## src/rtl/lcd_cmd_seq.sv

```systemverilog
// lcd_cmd_seq: host command FIFO in front of the LCD controller.
// Pops one command at a time while the controller is idle, strobes it on
// lcd_cmd/lcd_cmd_valid and, for a Load (code 0), walks the image ROM so that
// the 108 bytes of the selected 12x9 image appear on lcd_datain back to back.
// Optional build macro: CMD_FILTER_EN -- drops host code 7 at the FIFO input
// and reports each discarded push on drop_pulse.
module lcd_cmd_seq #(
  parameter int CMD_DEPTH = 4,
  parameter int IMAGES    = 4,
  parameter int IMG_W     = 2,
  parameter int ADDR_W    = 9
) (
  input  logic              clk,
  input  logic              reset,
  input  logic [2:0]        host_cmd,
  input  logic [IMG_W-1:0]  host_img,
  input  logic              host_valid,
  output logic              host_ready,
  output logic [2:0]        lcd_cmd,
  output logic              lcd_cmd_valid,
  output logic [7:0]        lcd_datain,
  input  logic              lcd_busy,
  output logic [ADDR_W-1:0] rom_addr,
  input  logic [7:0]        rom_data,
  output logic              seq_idle
`ifdef CMD_FILTER_EN
  ,
  output logic              drop_pulse
`endif
);

  localparam int PTR_W = (CMD_DEPTH > 1) ? $clog2(CMD_DEPTH) : 1;
  localparam int ENT_W = 3 + IMG_W;
  localparam logic [6:0] LAST_BYTE = 7'd107;
  localparam logic [ADDR_W-1:0] IMG_BYTES = ADDR_W'(108);

  typedef enum logic [1:0] {
    ST_IDLE    = 2'd0,
    ST_ISSUE   = 2'd1,
    ST_LOAD    = 2'd2,
    ST_WAIT_LO = 2'd3
  } state_t;

  // command FIFO storage and bookkeeping
  logic [ENT_W-1:0]  fifo_mem_r [CMD_DEPTH];
  logic [PTR_W-1:0]  wr_ptr_r;
  logic [PTR_W-1:0]  rd_ptr_r;
  logic [PTR_W:0]    count_r;
  logic              full_s;
  logic              empty_s;
  logic              keep_s;
  logic              push_s;
  logic              pop_s;

  // head-of-FIFO decode
  logic [ENT_W-1:0]  head_s;
  logic [2:0]        head_cmd_s;
  logic [IMG_W-1:0]  head_img_s;
  logic [ADDR_W-1:0] base_s;

  // sequencer state and next values
  state_t            state_r;
  state_t            state_nxt_s;
  logic [6:0]        byte_cnt_r;
  logic [6:0]        byte_cnt_nxt_s;
  logic [2:0]        lcd_cmd_nxt_s;
  logic              lcd_cmd_valid_nxt_s;
  logic [ADDR_W-1:0] rom_addr_nxt_s;

  assign full_s     = (count_r == (PTR_W+1)'(CMD_DEPTH));
  assign empty_s    = (count_r == '0);
  assign host_ready = ~full_s;

`ifdef CMD_FILTER_EN
  // code 7 would wedge the controller, so it never reaches the FIFO
  assign keep_s = (host_cmd != 3'd7);
`else
  assign keep_s = 1'b1;
`endif

  assign push_s = host_valid & host_ready & keep_s;

  assign head_s     = fifo_mem_r[rd_ptr_r];
  assign head_cmd_s = head_s[ENT_W-1 -: 3];
  assign head_img_s = head_s[IMG_W-1:0];

  // an out-of-range image index falls back to image 0 instead of reading past the ROM
  assign base_s = ({1'b0, head_img_s} < (IMG_W+1)'(IMAGES)) ?
                  (ADDR_W'(head_img_s) * IMG_BYTES) : '0;

  assign lcd_datain = rom_data;
  assign seq_idle   = empty_s & (state_r == ST_IDLE);

  // FIFO storage write; contents need no reset because the pointers define validity
  always_ff @(posedge clk) begin
    if (push_s) begin
      fifo_mem_r[wr_ptr_r] <= {host_cmd, host_img};
    end
  end

  // FIFO pointers and occupancy
  always_ff @(posedge clk or negedge reset) begin
    if (!reset) begin
      wr_ptr_r <= '0;
      rd_ptr_r <= '0;
      count_r  <= '0;
    end else begin
      if (push_s) begin
        wr_ptr_r <= wr_ptr_r + PTR_W'(1);
      end
      if (pop_s) begin
        rd_ptr_r <= rd_ptr_r + PTR_W'(1);
      end
      case ({push_s, pop_s})
        2'b10:   count_r <= count_r + (PTR_W+1)'(1);
        2'b01:   count_r <= count_r - (PTR_W+1)'(1);
        default: count_r <= count_r;
      endcase
    end
  end

`ifdef CMD_FILTER_EN
  // one-cycle flag for every accepted-but-discarded host push
  always_ff @(posedge clk or negedge reset) begin
    if (!reset) begin
      drop_pulse <= 1'b0;
    end else begin
      drop_pulse <= host_valid & host_ready & ~keep_s;
    end
  end
`endif

  // sequencer next-state and output decisions
  always_comb begin
    state_nxt_s         = state_r;
    byte_cnt_nxt_s      = byte_cnt_r;
    lcd_cmd_nxt_s       = lcd_cmd;
    lcd_cmd_valid_nxt_s = 1'b0;
    rom_addr_nxt_s      = rom_addr;
    pop_s               = 1'b0;
    case (state_r)
      ST_IDLE: begin
        if (!empty_s && !lcd_busy) begin
          pop_s               = 1'b1;
          state_nxt_s         = ST_ISSUE;
          lcd_cmd_nxt_s       = head_cmd_s;
          lcd_cmd_valid_nxt_s = 1'b1;
          rom_addr_nxt_s      = base_s;
          byte_cnt_nxt_s      = 7'd0;
        end else begin
          state_nxt_s = ST_IDLE;
        end
      end
      ST_ISSUE: begin
        if (lcd_cmd == 3'd0) begin
          state_nxt_s    = ST_LOAD;
          rom_addr_nxt_s = rom_addr + ADDR_W'(1);
          byte_cnt_nxt_s = 7'd1;
        end else begin
          state_nxt_s = ST_WAIT_LO;
        end
      end
      ST_LOAD: begin
        if (byte_cnt_r == LAST_BYTE) begin
          state_nxt_s = ST_WAIT_LO;
        end else begin
          rom_addr_nxt_s = rom_addr + ADDR_W'(1);
          byte_cnt_nxt_s = byte_cnt_r + 7'd1;
        end
      end
      ST_WAIT_LO: begin
        if (!lcd_busy) begin
          state_nxt_s = ST_IDLE;
        end else begin
          state_nxt_s = ST_WAIT_LO;
        end
      end
      default: begin
        state_nxt_s = ST_IDLE;
      end
    endcase
  end

  // sequencer registers, including the registered controller-facing outputs
  always_ff @(posedge clk or negedge reset) begin
    if (!reset) begin
      state_r       <= ST_IDLE;
      byte_cnt_r    <= 7'd0;
      lcd_cmd       <= 3'd0;
      lcd_cmd_valid <= 1'b0;
      rom_addr      <= '0;
    end else begin
      state_r       <= state_nxt_s;
      byte_cnt_r    <= byte_cnt_nxt_s;
      lcd_cmd       <= lcd_cmd_nxt_s;
      lcd_cmd_valid <= lcd_cmd_valid_nxt_s;
      rom_addr      <= rom_addr_nxt_s;
    end
  end

endmodule

```

## config.mk

```make
export PLATFORM = sky130hd
export DESIGN_NAME = lcd_cmd_seq
export DESIGN_NICKNAME = d
export VERILOG_FILES = /design/src/rtl/lcd_cmd_seq.sv
export SDC_FILE = /design/constraint.sdc
export NUM_CORES = 1
export LEC_CHECK = 0
export ABC_AREA = 0
export CORE_UTILIZATION = 45
export DETAILED_ROUTE_END_ITERATION = 6
export HOLD_SLACK_MARGIN = 0.12
export PLACE_DENSITY = 0.68
export RECOVER_POWER = 100
export SYNTH_ARGS = -nofsm -noshare
export SYNTH_HDL_FRONTEND = slang
export SYNTH_SLANG_ARGS = --single-unit
```

## constraint.sdc

```tcl
create_clock -name clk -period 2.7 [get_ports clk]
set_clock_uncertainty 0.1 [all_clocks]
set_input_delay 0.675 -clock clk [delete_from_list [all_inputs] [get_ports clk]]
set_output_delay 0.675 -clock clk [all_outputs]
set_load 0.02 [all_outputs]
```

* After elaboration in Yosys (flattened, before gate mapping)
Memory sizes are Yosys's and may differ from the RTL's.
Index checks and enable logic that the tools add are counted.
** Storage, ports and cells
- Bits in registers :: 29
- Output and inout port bits :: 23
- Word-level logic and storage cells :: 58
- Input port bits :: 17
- Memory bits (writable) :: 20
- Memories kept :: 1
** Memories
- fifo_mem_r :: words 4, width 5, read ports 1, clocked after Yosys merged registers in 0, write ports 1, line 45 : logic [ENT_W-1:0] fifo_mem_r [CMD_DEPTH];
** Operators by class
- Add/sub/neg operators :: 6
- $mul :: 1
- Reductions and logical operators :: 10
- Equal/unequal tests :: 11
- Mux-type cells :: 18
- Bitwise gates (word level) :: 3
** Operators by type and width (count)
- $mux W9 :: 3
- $pmux W9 S3 :: 1
- $mux W7 :: 3
- $pmux W7 S3 :: 1
- $add A9 B1 Y9 const B :: 1
- $pmux W2 S4 :: 1
- $add A7 B1 Y7 const B :: 1
- $eq A7 B7 Y1 const B :: 1
- $mul A2 B5 Y7 const B :: 1
- $eq A2 B2 Y1 const B :: 3
- $logic_not A3 Y1 :: 2
- $mux W1 :: 6
- $ne A2 B2 Y1 const B :: 3
- $pmux W3 S2 :: 1
- $add A2 B1 Y2 const B :: 2
- $eq A2 B1 Y1 const B :: 2
- $mux W2 :: 2
- $reduce_and A4 Y1 :: 1
- $add A3 B1 Y3 const B :: 1
- $eq A3 B3 Y1 const B :: 1
- $reduce_bool A3 Y1 :: 1
- $sub A3 B1 Y3 const B :: 1
- $and A1 B1 Y1 :: 2
- $logic_not A1 Y1 :: 2
- 6 further kinds :: 6

* Logic depth before layout (Yosys ltp)
Gate-level depths: netlist of the first run.
- Word-level depth :: 7
- Mapped depth :: 10
- Gate-level depth less buffers :: 10

* Worst setup path before layout of the first run
No wires, ideal clock.
- Path kind :: flip-flop to flip-flop
- From :: reg state_r[0]
- To :: reg count_r[2]
- Arrival :: 2.200 ns
- Path buffers :: 0
- Period minus slack after synthesis :: 2.380 ns
- Library setup time :: 0.079 ns
- Path slack :: 0.320 ns
- Cell stages (with the launch flop) :: 10
- Data required time :: 2.521 ns
- Cell sequence :: dfrtp_1 inv_1 ha_1 nor3b_2 ha_1 inv_1 fa_1 xor2_1 nor2_1 xor2_1
** On the way
- Longest elaborated chain between the ends :: 4
- Elaborated cells between the ends (all ways) :: 6
- Those cells by class :: 2 x eq/ne; 2 x mux; 2 x reduce/logical
** Ends and longest elaborated chain
- start, declared :: line 62 : state_t state_r;
- start signal, assigned :: line 193 : state_r <= state_nxt_s;
- $logic_not A2 Y1 (*)
- $mux W1 (*)
- via lcd_cmd_valid_nxt_s :: line 67 : logic lcd_cmd_valid_nxt_s;
- $eq A2 B1 Y1 / $eq A2 B2 Y1 (equally long branches) :: line 114 : case ({push_s, pop_s})
- $pmux W3 S2 / $reduce_bool A2 Y1 (equally long branches)
- end signal, assigned :: line 115 : 2'b10: count_r <= count_r + (PTR_W+1)'(1);
- end signal, assigned :: line 116 : 2'b01: count_r <= count_r - (PTR_W+1)'(1);
- end signal, assigned :: line 117 : default: count_r <= count_r;
- end, declared :: line 48 : logic [PTR_W:0] count_r;
Mark *: on every way through the listed nets, which the timed path passes. The rest lies on a longest branch.
A chain may end at the register's enable or synchronous reset.

* Final worst setup path of the first run
- From :: reg count_r[0]
- To :: out host_ready
** On the way
- Longest elaborated chain between the ends :: 2
** Ends and longest elaborated chain
- $eq A3 B3 Y1 :: line 70 : assign full_s = (count_r == (PTR_W+1)'(CMD_DEPTH));
- $not A1 Y1 :: line 72 : assign host_ready = ~full_s;
- end, declared :: line 18 : output logic host_ready,
No other way between the ends.

==> flow_metrics.tcl, run 1 <==
set metrics [dict create \
    status "complete, but fails checks" \
    violations "max-capacitance violations, max-slew violations" \
    synthTopCellsByArea "dfrtp_1 (28%), edfxtp_1 (23%), ha_1 (7.6%), nand3_1 (4.4%), mux4_2 (4.3%)" \
    vias 1776 \
    wire_per_inst_um 14.7 \
    synth_fa_ha_area_share_pct 8.39 \
    die_w_um 78.4 \
    synthXorXnorAreaFrac_pct 2.00 \
    combinationalPowerShare_pct 50.7 \
    place_inst 310 \
    finalInstanceArea_mm2 0.00296 \
    hold_depth 1 \
    yosys.area_share.simple_pct 15.0 \
    multi_input_area_mm2 0.00114 \
    ys_seq_elements 49 \
    htree_levels 2 \
    syn-cell-area_mm2 0.00263 \
    nFillCells 487 \
    die-area_mm2 0.00614 \
    end_kind "output pin" \
    track_usage_pct 16.4 \
    initial_core_util_pct 47.1 \
    cts_tree "done" \
    gp_congestion 0.813 \
    antenna_found_initial 0 \
    hold_slack_ps 439 \
    worstMarginPinSlew_ps 1550 \
    critPathLaunchType "flip-flop" \
    ff_latch_area_mm2 0.00133 \
    arrival_ps 1730 \
    async_flop_share_pct 59.2 \
    path_class "reg2out" \
    cts.clk_slew.worst_paths_ps 90 \
    fin_cells 318 \
    p_clk_share_pct 12.6 \
    cts_sinks 49 \
    clockBufferDepth 2 \
    syn_area_per_cell_um2 11.7 \
    yosys.area.top_type_share_pct 27.6 \
    rr_worst_depth 10 \
    hold_class "reg2reg" \
    synthTopCellsByCount "dfrtp_1 (29), nand3_1 (23), edfxtp_1 (20), o21ai_0 (17), ha_1 (16)" \
    peakVddDrop_uv 481 \
    power_frac_seq_pct 36.7 \
    synth_top_area_cell "dfrtp_1" \
    synth_mux_area_share_pct 6.01 \
    p_int_mw 1.97 \
    clock_latency_ps 300 \
    overflow 0 \
    rows 27 \
    hold_viol 0 \
    drt-pass1-iter-count 4 \
    grt_pass1_wl_mm 7.71 \
    p_sw_mw 1.48 \
    finalSetupViolCount 0 \
    cts_root_buffer "clkbuf_8" \
    cp.required_ps 1920 \
    ant_nets 0 \
    cts_setup_buffers 0 \
    p_total_mw 3.45 \
    drive_above_1_share_pct 9.76 \
    dp_hpwl_mm 3.38 \
    die_h_um 78.4 \
    numCtsBuffers 5 \
    rsz0062_at_grt "false" \
    leakagePower_nw 1.19 \
    portBuffers 23 \
    synth_warnings 0 \
    synth_cell_types 50 \
    ios 40 \
    yosysMostFrequentCell "dfrtp_1" \
    ys.flop_type "dfrtp_1" \
    antenna_cells 0 \
    grt_max_degree 30 \
    max_freq_ghz 0.400 \
    vias_per_cell 5.58 \
    wirelength_mm 4.67 \
    finalSetupTns_ps 0 \
    core_area_mm2 0.00557 \
    synthCells 225 \
    switching_share_pct 43.0 \
    p_per_area_mw_per_mm2 1160 \
    synth_compound_area_share_pct 12.2 \
    ys_seq_area_share_pct 50.5 \
    dpl_cell_area_mm2 0.00289 \
    synth_top_family_by_area "simple AND/OR/NAND/NOR gates" \
    synth_nets 259 \
    fin_crit_sh_pct 92.6 \
    nets 279 \
    cap_violations 1 \
    synth_edf_count 20 \
    syn_to_final_growth_pct 12.9 \
    path_max_fanout 6 \
    cts_hold_buffers 0 \
    first_global_vias 1676 \
    post-route-drc-count 0 \
    drtIter0Drc 140 \
    period_needed_ps 2500 \
    slew_viol_final 30 \
    slew_headroom_pct -3.01 \
]
## path summary, 6_finish.rpt
| kind | slack (ps) | start | endpoint |
|---|---|---|---|
| worst min-delay path | 440 | byte_cnt_r[6] | byte_cnt_r[6] |
| max in group asynchronous | 420 | reset | state_r[0] |
| worst max-delay path | 200 | count_r[0] | host_ready |
| min in group asynchronous | 1180 | reset | rom_addr[4] |
| worst min register to register | 440 | byte_cnt_r[6] | byte_cnt_r[6] |
| worst max register to register | 310 | state_r[0] | count_r[2] |
## cell type report
| class | count | area share, % |
|---|---|---|
| inverters | 13 | 1.65 |
| clock buffers | 6 | 2.45 |
| multi-input cells | 146 | 38.5 |
| well taps | 72 | 3.04 |
| clock inverters | 2 | 0.549 |
| flip-flops and latches | 49 | 44.7 |
| repair buffers | 30 | 9.12 |
## timing repair
action,CTS,global route
setup endpoints to repair,1,0
resized for setup,1,0
hold endpoints to repair,0,0
## power by group through the flow
stage	logic, mW	clock network [mW]	registers, mW
after CTS	1.81	0.445	1.27
after global placement	1.79	0	1.29
after floorplan	1.25	0	1.30
after global routing	1.95	0.474	1.31
final	1.75	0.437	1.26
after detailed placement	1.81	0	1.29
## state kept, by name, indices dropped and copies added, names as in the netlist
name	cells
byte_cnt_r	7
count_r	3
fifo_mem_r	20
lcd_cmd	3
lcd_cmd_valid	1
rd_ptr_r	2
rom_addr	9
state_r	2
wr_ptr_r	2
## logic make-up after synthesis
| group | count (synthesis) |
|---|---|
| AOI/OAI and AO/OA | 45 |
| xor gates and xnor gates | 6 |
| adders and majority gates | 17 |
| buffers and inverters | 30 |
| DFF | 49 |
| muxes | 9 |
| and+or+nand+nor | 69 |
## worst max-delay path, cell delays in order, from the launching register on
cell,delay [ps]
dfrtp_1,450
inv_1,110
nand3_1,170
dlygate4sd3_1,700
## per-stage QoR
| step | setup slack (ps) | util, % |
|---|---|---|
| 6_report | 200 | 53.2 |
| 5_1_grt | 41.6 | 53.2 |
| 4_1_cts | 184 | 53.5 |
| 3_5_place_dp | 92.2 | 51.9 |
| 3_3_place_gp | 132 | 51.9 |
| 2_1_floorplan | 320 | - |
## layout by cell type, fill, tap and decap left out, types with 5 or more instances in the layout
master,instances
o21ai_0,17
nand2_1,13
a21oi_1,5
dfrtp_1,29
nor3_1,5
mux4_2,5
and3_1,6
nand3_1,23
edfxtp_1,20
dlygate4sd3_1,22
ha_1,16
clkbuf_8,5
inv_1,12
## routing by layer
metal	up-vias	GRT usage [%]	share of wire, %
met4	0	5.56	0.96
met1	859	21.4	47
met2	42	26.9	48
met3	5	3.60	3.7
met5	-	0	0
li1	870	-	-
No activity file was read; power rests on OpenSTA's default activity.
==> run 2: changes to the inputs <==
CORE_UTILIZATION = 39   (was 45)
PLACE_DENSITY = unset   (was 0.68)
TNS_END_PERCENT = 20   (was unset)
==> flow_metrics.tcl, run 2 (same netlist as run 1, synthesis figures left out) <==
set metrics [dict create \
    drt-pass1-iter-count 6 \
    use_met1_pct 20.2 \
    period_needed_ps 2530 \
    drtIter0Drc 141 \
    vias_per_cell 5.49 \
    finalSetupViolCount 0 \
    cts.clk_slew.worst_paths_ps 90 \
    post-route-util_pct 46.7 \
    slew_headroom_pct -7.30 \
    syn_to_final_growth_pct 14.2 \
    finalSetupTns_ps 0 \
    path_delay_family "buffers and inverters" \
    wire_per_inst_um 15.2 \
    cap_violations 1 \
    max_freq_ghz 0.395 \
    grt_pass1_wl_mm 8.20 \
    path_max_fanout 6 \
    end_kind "output pin" \
    reg_top3 "fifo_mem_r x20, rom_addr x9, byte_cnt_r x7" \
    die_w_um 84.0 \
    portBuffers 23 \
    htree_levels 2 \
    cts_tree "done" \
    vias 1772 \
    slew_viol_final 30 \
    drive_above_1_share_pct 10.2 \
    grt_max_degree 30 \
    cts_root_buffer "clkbuf_8" \
    status "complete, but fails checks" \
    busiest_layer "met2" \
    hold_viol 0 \
    critPathSlowestCell "dlygate4sd3_1" \
    ant_nets 0 \
    first_global_vias 1658 \
    hold_class "reg2reg" \
    numCtsBuffers 5 \
    p_total_mw 3.57 \
    crit_chain "inv_1, nand3_1, dlygate4sd3_1" \
    rsz0062_at_grt "false" \
    leakagePower_nw 1.21 \
    hold_slack_ps 432 \
    antenna_cells 0 \
    top_register "fifo_mem_r" \
    die_h_um 84.0 \
    arrival_ps 1760 \
    post-route-drc-count 8 \
    overflow 0 \
    dp_hpwl_mm 3.54 \
    p_per_area_mw_per_mm2 1190 \
    initial_core_util_pct 40.9 \
    fin_crit_sh_pct 93.8 \
    nets 279 \
    rows 29 \
    layout_commonest_cell "dfrtp_1" \
    clock_latency_ps 300 \
    largest_reg_flops 20 \
    path_class "reg2out" \
    violations "design-rule violations, max-capacitance violations, max-slew violations" \
    worst-path-buf-inv 2 \
    cp_slowest_stage_delay_ps 700 \
    cts_setup_buffers 0 \
    worstMarginPinSlew_ps 1610 \
    track_usage_pct 14.6 \
    core_area_mm2 0.00642 \
    die-area_mm2 0.00706 \
    antenna_found_initial 0 \
    cp.required_ps 1920 \
    grtUsageMet2_pct 22.6 \
    critPathLaunchType "flip-flop" \
    gp_congestion 0.777 \
    ios 40 \
    layout_common_cells "dfrtp_1 (29), nand3_1 (23), dlygate4sd3_1 (21)" \
    wirelength_mm 4.90 \
    cts_sinks 49 \
    peakVddDrop_uv 485 \
    grt_use_met3_pct 3.66 \
    clockBufferDepth 2 \
]
[run 2: cell types whose count changed in the layout (fill, tap and decap cells not counted)]
cell             delta
dlygate4sd3_1       -1
clkinv_2            +1
inv_6               +1
clkdlybuf4s50_1     +1
clkinv_4            -1
nor2_1              +1
nor2_2              -1
clkinvlp_4          -1
nor3b_1             -1
bufinv_16           +1
clkbuf_1            -1
nor3b_2             +1
[run 2: cell type report]
class / count / area (um^2)
Fill cell: 594 / 3430
Sequential cell: 49 / 1330
Multi-Input combinational cell: 146 / 1140
Timing Repair Buffer: 30 / 270
Tap cell: 77 / 96.3
Clock buffer: 5 / 68.8
Inverter: 13 / 48.8
Clock inverter: 3 / 43.8
[run 2: where the power goes]
part | internal, mW | total [mW] | switching [mW]
Sequential | 1.02 | 1.27 | 0.244
Combinational | 0.763 | 1.77 | 1.01
Clock | 0.278 | 0.533 | 0.255
Total | 2.06 | 3.57 | 1.50
[run 2: path summary, 6_finish.rpt]
| check | startpoint | to | slack (ps) | cells past startpoint |
|---|---|---|---|---|
| hold / removal | byte_cnt_r[6] | byte_cnt_r[6] | 430 | 1 |
| hold reg to reg | byte_cnt_r[6] | byte_cnt_r[6] | 430 | 1 |
| min in group asynchronous | reset | rom_addr[7] | 1120 | 2 |
| max in group asynchronous | reset | byte_cnt_r[6] | 430 | 2 |
| setup / recovery | count_r[0] | host_ready | 170 | 3 |
| setup reg to reg | state_r[1] | count_r[2] | 380 | 10 |
[run 2: metal layers]
metal / routed length (um) / part of all wire (%)
met1: 2280 / 46
met2: 2290 / 47
met3: 292 / 6.0
met4: 42 / 0.86
met5: 0 / 0
[run 2: through the flow]
stage                     worst slack [ps]  instance area (um^2)  cells
after CTS                              178                  3010    323
after global placement                 129                  2900    315
after detailed placement              85.4                  2900    315
after floorplan                        320                  2630    225
final                                  167                  3000    323
after global routing                  69.9                  3000    323
[run 2: timing repair]
action,CTS,global route
resized for setup,1,0
setup endpoints to repair,1,0
hold buffers,0,0
